`src/rtl/mm_register_file.sv`:
```
`default_nettype none
// ============================================================================
// Module   : mm_register_file
// Purpose  : Memory-mapped register bank behind an address chip select.
//            It latches a selected bus transaction and then inserts
//            WAIT_STATES wait cycles. After that it performs a byte-enabled
//            write or a read and returns a one-cycle acknowledge.
//            All register contents are also exposed as a flat vector.
// Ports    :
//   clk         in   clock, rising edge
//   rst         in   synchronous active-high reset
//   i_cs        in   chip select (address in range, valid, aligned)
//   i_address   in   [ADDR_WIDTH]      byte address
//   i_rnw       in   1 = read, 0 = write
//   i_data_in   in   [DATA_WIDTH]      write data
//   i_byte_en   in   [DATA_WIDTH/8]    per-byte write enable
//   o_data_out  out  [DATA_WIDTH]      read data, valid while o_ack = 1
//   o_ack       out  one-cycle transaction-complete pulse
//   o_regs      out  [NUM_REGS*DATA_WIDTH] reg k at [k*DATA_WIDTH +: DATA_WIDTH]
// Revision : 1.0 - initial release
// ============================================================================
module mm_register_file #(
  parameter int                    ADDR_WIDTH  = 32,
  parameter int                    DATA_WIDTH  = 32,
  parameter logic [ADDR_WIDTH-1:0] BASE_ADDR   = '0,
  parameter int                    NUM_REGS    = 2,
  parameter int                    WAIT_STATES = 1,
  parameter logic [DATA_WIDTH-1:0] RESET_VALUE = '0
) (
  input  logic                           clk,
  input  logic                           rst,
  input  logic                           i_cs,
  input  logic [ADDR_WIDTH-1:0]          i_address,
  input  logic                           i_rnw,
  input  logic [DATA_WIDTH-1:0]          i_data_in,
  input  logic [DATA_WIDTH/8-1:0]        i_byte_en,
  output logic [DATA_WIDTH-1:0]          o_data_out,
  output logic                           o_ack,
  output logic [NUM_REGS*DATA_WIDTH-1:0] o_regs
);

  localparam int IDX_WIDTH = (NUM_REGS > 1) ? $clog2(NUM_REGS) : 1;
  localparam int CNT_WIDTH = (WAIT_STATES > 1) ? $clog2(WAIT_STATES) : 1;
  localparam int BYTES     = DATA_WIDTH / 8;
  localparam logic [CNT_WIDTH-1:0] CNT_LOAD =
    (WAIT_STATES > 0) ? CNT_WIDTH'(WAIT_STATES - 1) : '0;

  typedef enum logic [1:0] {
    S_IDLE    = 2'd0,
    S_WAIT    = 2'd1,
    S_ACK     = 2'd2,
    S_RELEASE = 2'd3
  } state_t;

  state_t                      state;
  state_t                      state_next;
  logic [CNT_WIDTH-1:0]        count;
  logic [IDX_WIDTH-1:0]        cap_idx;
  logic                        cap_rnw;
  logic [DATA_WIDTH-1:0]       cap_data;
  logic [BYTES-1:0]            cap_be;
  logic [ADDR_WIDTH-1:0]       offset;
  logic [IDX_WIDTH-1:0]        bus_idx;
  logic [IDX_WIDTH-1:0]        rd_idx;
  logic                        rd_rnw;
  logic                        capture;
  logic                        enter_ack;
  logic [DATA_WIDTH-1:0]       rd_word;
  logic [DATA_WIDTH-1:0]       data_out;
  logic [NUM_REGS*DATA_WIDTH-1:0] regs;
  logic                        unused_offset_bits;

  // Word index relative to the bank base, truncated to the index width.
  assign offset             = i_address - BASE_ADDR;
  assign bus_idx            = offset[IDX_WIDTH+1:2];
  assign unused_offset_bits = ^{offset[ADDR_WIDTH-1:IDX_WIDTH+2], offset[1:0]};

  assign capture = (state == S_IDLE) && i_cs;

  // With zero wait states, ACK is entered on the capture edge itself. The
  // read lookup must therefore use the live bus index while idle and the
  // latched index otherwise.
  assign rd_idx    = (state == S_IDLE) ? bus_idx : cap_idx;
  assign rd_rnw    = (state == S_IDLE) ? i_rnw   : cap_rnw;
  assign enter_ack = (state_next == S_ACK) && (state != S_ACK);

  // Read mux; an index with no matching register reads as zero.
  always_comb begin
    rd_word = '0;
    for (int k = 0; k < NUM_REGS; k++) begin
      if (rd_idx == IDX_WIDTH'(k)) begin
        rd_word = regs[k*DATA_WIDTH +: DATA_WIDTH];
      end
    end
  end

  // Next-state logic
  always_comb begin
    state_next = state;
    case (state)
      S_IDLE: begin
        if (i_cs) begin
          state_next = (WAIT_STATES == 0) ? S_ACK : S_WAIT;
        end
      end
      S_WAIT: begin
        if (count == '0) begin
          state_next = S_ACK;
        end
      end
      S_ACK: begin
        state_next = i_cs ? S_RELEASE : S_IDLE;
      end
      S_RELEASE: begin
        if (!i_cs) begin
          state_next = S_IDLE;
        end
      end
      default: state_next = S_IDLE;
    endcase
  end

  // State, wait counter, transaction capture and read-data register
  always_ff @(posedge clk) begin
    if (rst) begin
      state    <= S_IDLE;
      count    <= '0;
      cap_idx  <= '0;
      cap_rnw  <= 1'b1;
      cap_data <= '0;
      cap_be   <= '0;
      data_out <= '0;
    end else begin
      state <= state_next;
      if (capture) begin
        cap_idx  <= bus_idx;
        cap_rnw  <= i_rnw;
        cap_data <= i_data_in;
        cap_be   <= i_byte_en;
        count    <= CNT_LOAD;
      end else if ((state == S_WAIT) && (count != '0)) begin
        count <= count - CNT_WIDTH'(1);
      end
      // Sampled on the edge into ACK. This is the register value as of ACK
      // entry, because writes only land at the end of ACK.
      if (enter_ack && rd_rnw) begin
        data_out <= rd_word;
      end
    end
  end

  // Register storage: byte-enabled write at the end of the ACK cycle
  always_ff @(posedge clk) begin
    if (rst) begin
      regs <= {NUM_REGS{RESET_VALUE}};
    end else if ((state == S_ACK) && !cap_rnw) begin
      for (int k = 0; k < NUM_REGS; k++) begin
        for (int b = 0; b < BYTES; b++) begin
          if ((cap_idx == IDX_WIDTH'(k)) && cap_be[b]) begin
            regs[k*DATA_WIDTH + b*8 +: 8] <= cap_data[b*8 +: 8];
          end
        end
      end
    end
  end

  assign o_ack      = (state == S_ACK);
  assign o_data_out = data_out;
  assign o_regs     = regs;

endmodule
`default_nettype wire

```
`config.mk`:
```
export PLATFORM = sky130hd
export DESIGN_NAME = mm_register_file
export DESIGN_NICKNAME = d
export VERILOG_FILES = /design/src/rtl/mm_register_file.sv
export SDC_FILE = /design/constraint.sdc
export NUM_CORES = 1
export LEC_CHECK = 0
export BUFFER_PORTS_ARGS = -buffer_cell sky130_fd_sc_hd__buf_2
export CORE_MARGIN = 2
export CORE_UTILIZATION = 51
export DETAILED_ROUTE_END_ITERATION = 16
export PLACE_DENSITY = 0.8
export SETUP_SLACK_MARGIN = 0.05
export SYNTH_ARGS = -nofsm -noshare
export SYNTH_HDL_FRONTEND = slang
export SYNTH_SLANG_ARGS = --single-unit
```
`constraint.sdc`:
```
create_clock -name clk -period 1.81 [get_ports clk]
set_input_delay 0.181 -clock clk [delete_from_list [all_inputs] [get_ports clk]]
set_output_delay 0.181 -clock clk [all_outputs]
set_load 0.01 [all_outputs]
```
**Word level (Yosys, flattened, before mapping)**

Cells that the tools add are included.
W data, S select, Z words.

- Bits of input ports: 72
- Logic and storage cells: 54
- Bits in registers: 137

- $add $sub $neg: 1
- Reduce and logical (&&, ||, !) cells: 24
- Multiplexer cells: 8
- Equal/unequal tests: 5
- Bitwise operators: 1

Operators with widths:

| operator | count |
|---|---|
| $mux W32 | 1 |
| $reduce_and A2 Y1 | 8 |
| $logic_and A1 B1 Y1 | 13 |
| $mux W2 | 4 |
| $pmux W2 S4 | 1 |
| $eq A2 B2 Y1 const B | 3 |
| $eq A2 B1 Y1 const B | 1 |
| $logic_not A2 Y1 | 1 |
| $mux W1 | 2 |
| $ne A2 B2 Y1 const B | 1 |
| $reduce_or A2 Y1 | 1 |
| $logic_not A1 Y1 | 1 |
| $not A1 Y1 | 1 |
| $sub A1 B1 Y1 const B | 1 |

**Longest topological paths before layout**

- Depth in word-level cells: 5
- Mapped depth: 6
- Gate-level depth less buffers: 3

**Worst setup path before layout**

OpenSTA, ideal clock, no wires.

- Kind: register to register
- From: register cap_idx
- To: register regs[17] (netlist: o_regs[17])
- Data arrival time: 1.265 ns
- Path buffers: 1
- Cell stages (with the launch flop): 5
- Setup slack: 0.413 ns
- Cells stage by stage: dfxtp_1 or4b_4 clkbuf_2 o21ai_1 a21oi_1

- Word-level cells in the longest chain between the ends: 3

Ends and longest elaborated chain:

| item | line | source |
|---|---|---|
| start, declared | 58 | `logic [IDX_WIDTH-1:0] cap_idx;` |
| start signal, assigned | 136 | `cap_idx <= bus_idx;` |
| $not A1 Y1 | 159 | `if ((cap_idx == IDX_WIDTH'(k)) && cap_be[b]) begin` |
| $logic_and A1 B1 Y1 | 159 |  |
| $reduce_and A2 Y1 (no line) | - |  |
| end signal, assigned | 155 | `regs <= {NUM_REGS{RESET_VALUE}};` |
| end signal, assigned by index | 160 | `regs[k*DATA_WIDTH + b*8 +: 8] <= cap_data[b*8 +: 8];` |
| end, declared | 70 | `logic [NUM_REGS*DATA_WIDTH-1:0] regs;` |

No other way between the ends.
A chain may end at the register's enable or synchronous reset.

**Final worst setup path**

- From: register cap_idx
- To: register regs[18] (netlist: o_regs[18])

The elaborated chain is that of the path after synthesis.

==> impl_metrics.env <==
export IMPL_netlist_area_sq_um=5440
export IMPL_antenna_found_initial=0
export IMPL_cts_root_buf="clkbuf_8"
export IMPL_slowest_delay_ps=770
export IMPL_place_inst=895
export IMPL_instances_no_fill=965
export IMPL_path_delay_family="simple AND/OR/NAND/NOR gates"
export IMPL_endpoint_kind="register"
export IMPL_worstSetupPathType="register to register"
export IMPL_fin_nets=889
export IMPL_relSlewSlack=0.583
export IMPL_row_count=37
export IMPL_p_sw_frac=0.240
export IMPL_start_util=0.526
export IMPL_ios=169
export IMPL_core_area_sq_um=10300
export IMPL_synth_seq_cells=137
export IMPL_slowest_stage="or4b_4"
export IMPL_dr_total_vias=5698
export IMPL_path_clk_slew_ps=60
export IMPL_ys_warn_count=0
export IMPL_ys_seq_area_frac=0.505
export IMPL_power_density_nw_per_um2=992
export IMPL_drv_slew=0
export IMPL_clk_latency_ps=520
export IMPL_grt_pass1_vias=5487
export IMPL_postCtsSetupBuffers=0
export IMPL_worst_r2r_path_depth=3
export IMPL_hp_class="primary input to register"
export IMPL_fin_crit_ps=1690
export IMPL_final_cell_mix="buf_2 (136), dfxtp_1 (135), a21oi_1 (102)"
export IMPL_final_common_cell="buf_2"
export IMPL_syn2layout_area_growth_pct=32.0
export IMPL_drt_iter0_drc=587
export IMPL_power_leakage_uw=0.00281
export IMPL_die_area_sq_um=11500
export IMPL_dpl_hpwl_mm=10.5
export IMPL_met2_usage=0.491
export IMPL_syn_avg_cell_area_sq_um=8.17
export IMPL_max_freq_ghz=0.592
export IMPL_avgViaCountPerCell=5.90
export IMPL_cts_path_max_buffers=2
export IMPL_power_uw=7120
export IMPL_grt_max_degree=59
export IMPL_drive_gt1_frac=0.246
export IMPL_grt_pass1_wl_mm=26.4
export IMPL_fin_crit_sh=0.933
export IMPL_overflow=0
export IMPL_fin_worst_skew_ps=8.25
export IMPL_worstPathRequired_ps=2210
export IMPL_grt_use_met1=0.354
export IMPL_track_usage=0.291
export IMPL_place_congestion=0.858
export IMPL_cp_max_fo=32
export IMPL_p_int_uw=5410
export IMPL_cts_sinks=137
export IMPL_first_pass_iters=7
export IMPL_use_met3=0.0541
export IMPL_io_buffers=137
export IMPL_arrival_ps=2090
export IMPL_setup_tns_ps=0
export IMPL_netSwitchingPower_uw=1710
export IMPL_pwr_share_clk=0.457
export IMPL_cp_cell_sequence="or4b_4 -> o21ai_1 -> a21oi_1"
export IMPL_final_hold_viol_count=0
export IMPL_final_core_util=0.695
export IMPL_die_h_um=107
export IMPL_synth_distinct_cells=31
export IMPL_cp_depth=3
export IMPL_cp_start_kind="register"
export IMPL_status="finished, final reports clean"
export IMPL_cp_num_buf_inv=0
export IMPL_combinationalPowerShare=0.093
export IMPL_insertedDiodeCount=0
export IMPL_numCtsBuffers=17
export IMPL_drtAntennaViolNets=0
export IMPL_dieWidth_um=107
export IMPL_holdPathStages=2
export IMPL_netlist_instances=665
export IMPL_drc=0
export IMPL_cap_violations=0
export IMPL_drt_wirelength_per_cell_um=17.3
export IMPL_grt_busiest_layer="met2"
export IMPL_rsz0062_at_grt="no"
export IMPL_htree_levels=4
export IMPL_wl_mm=16.7
export IMPL_cts_tree="done"
export IMPL_finalSetupViolCount=0
export IMPL_tightest_slew_ps=625
export IMPL_synth_nets=737
export IMPL_pwr_share_seq=0.451
export IMPL_peakVddDrop_uv=642
[flip-flops by register name, indices dropped and copies added, names as in the netlist]
register,count
state,2
cap_be,4
cap_idx,1
o_regs,64
cap_data,32
count,1
cap_rnw,1
o_data_out,32
[routing by layer]
layer | up-vias | wire, um
met4 | 0 | 475
met2 | 294 | 8240
met1 | 2688 | 6710
met5 | - | 0
li1 | 2666 | -
met3 | 50 | 1250
[timing repair]
item | in CTS | in global routing
setup endpoints to repair | 4 | 42
endpoints found under the hold margin | 40 | 0
hold buffers | 39 | 0
resized for setup | 1 | 3
[through the flow]
step	hold slack, ps	setup slack [ps]	area [sq um]
4_1_cts	148	43.5	7170
2_1_floorplan	305	413	5440
3_3_place_gp	422	156	6220
3_5_place_dp	426	57.1	6220
6_report	171	121	7170
5_1_grt	187	66.5	7170
[area by class of cell]
type                    count  area [sq um]
repair buffers            203          1330
clock inverters             8          96.3
clock buffers              23           457
flip-flops and latches    137          2750
multi-input cells         454          2360
inverters                   4          15.0
fillers                   785          3150
well taps                 136           170
[synthesized netlist by cell type (all sizes together)]
cell     count  area, sq um
or4b         1         13.8
nor3b        3         22.5
o21ai       97          489
nor4b        1         23.8
and3b        1         8.76
nor2b        1         6.26
nand3       96          480
inv          4         15.0
clkbuf      33          126
nor2        34          128
nand2b       1         6.26
and4bb       2         25.0
nand4bb      1         11.3
o21bai       1         7.51
mux2i        1         10.0
dfxtp      137         2740
a311oi      32          280
nand2       76          285
nand3b       1         7.51
buf         37          209
a21oi      102          510
o21a         1         8.76
or3b         2         17.5
[cell families (layout without fill, tap and decap cells)]
| family | count (synthesis) | in the layout | synth area share |
|---|---|---|---|
| compound gates | 233 | 233 | 0.238 |
| simple gates | 220 | 220 | 0.191 |
| flops | 137 | 137 | 0.505 |
| buf+inv | 74 | 238 | 0.0645 |
| mux | 1 | 1 | 0.00184 |
[power groups by stage]
stage,logic (uW),clock network [uW],registers [uW]
after global placement,558,0,3260
after detailed placement,580,0,3270
final,661,3250,3210
after floorplan,351,0,3270
after CTS,646,3270,3200
after global routing,716,3420,3220
[final timing paths]
kind,from,end,slack (ps)
max reg2reg,cap_idx,o_regs[18],120
max,cap_idx,o_regs[18],120
min,rst,state[1],170
min reg2reg,cap_data[23],cap_data[23],470
Power figures use the tool's default switching activity.
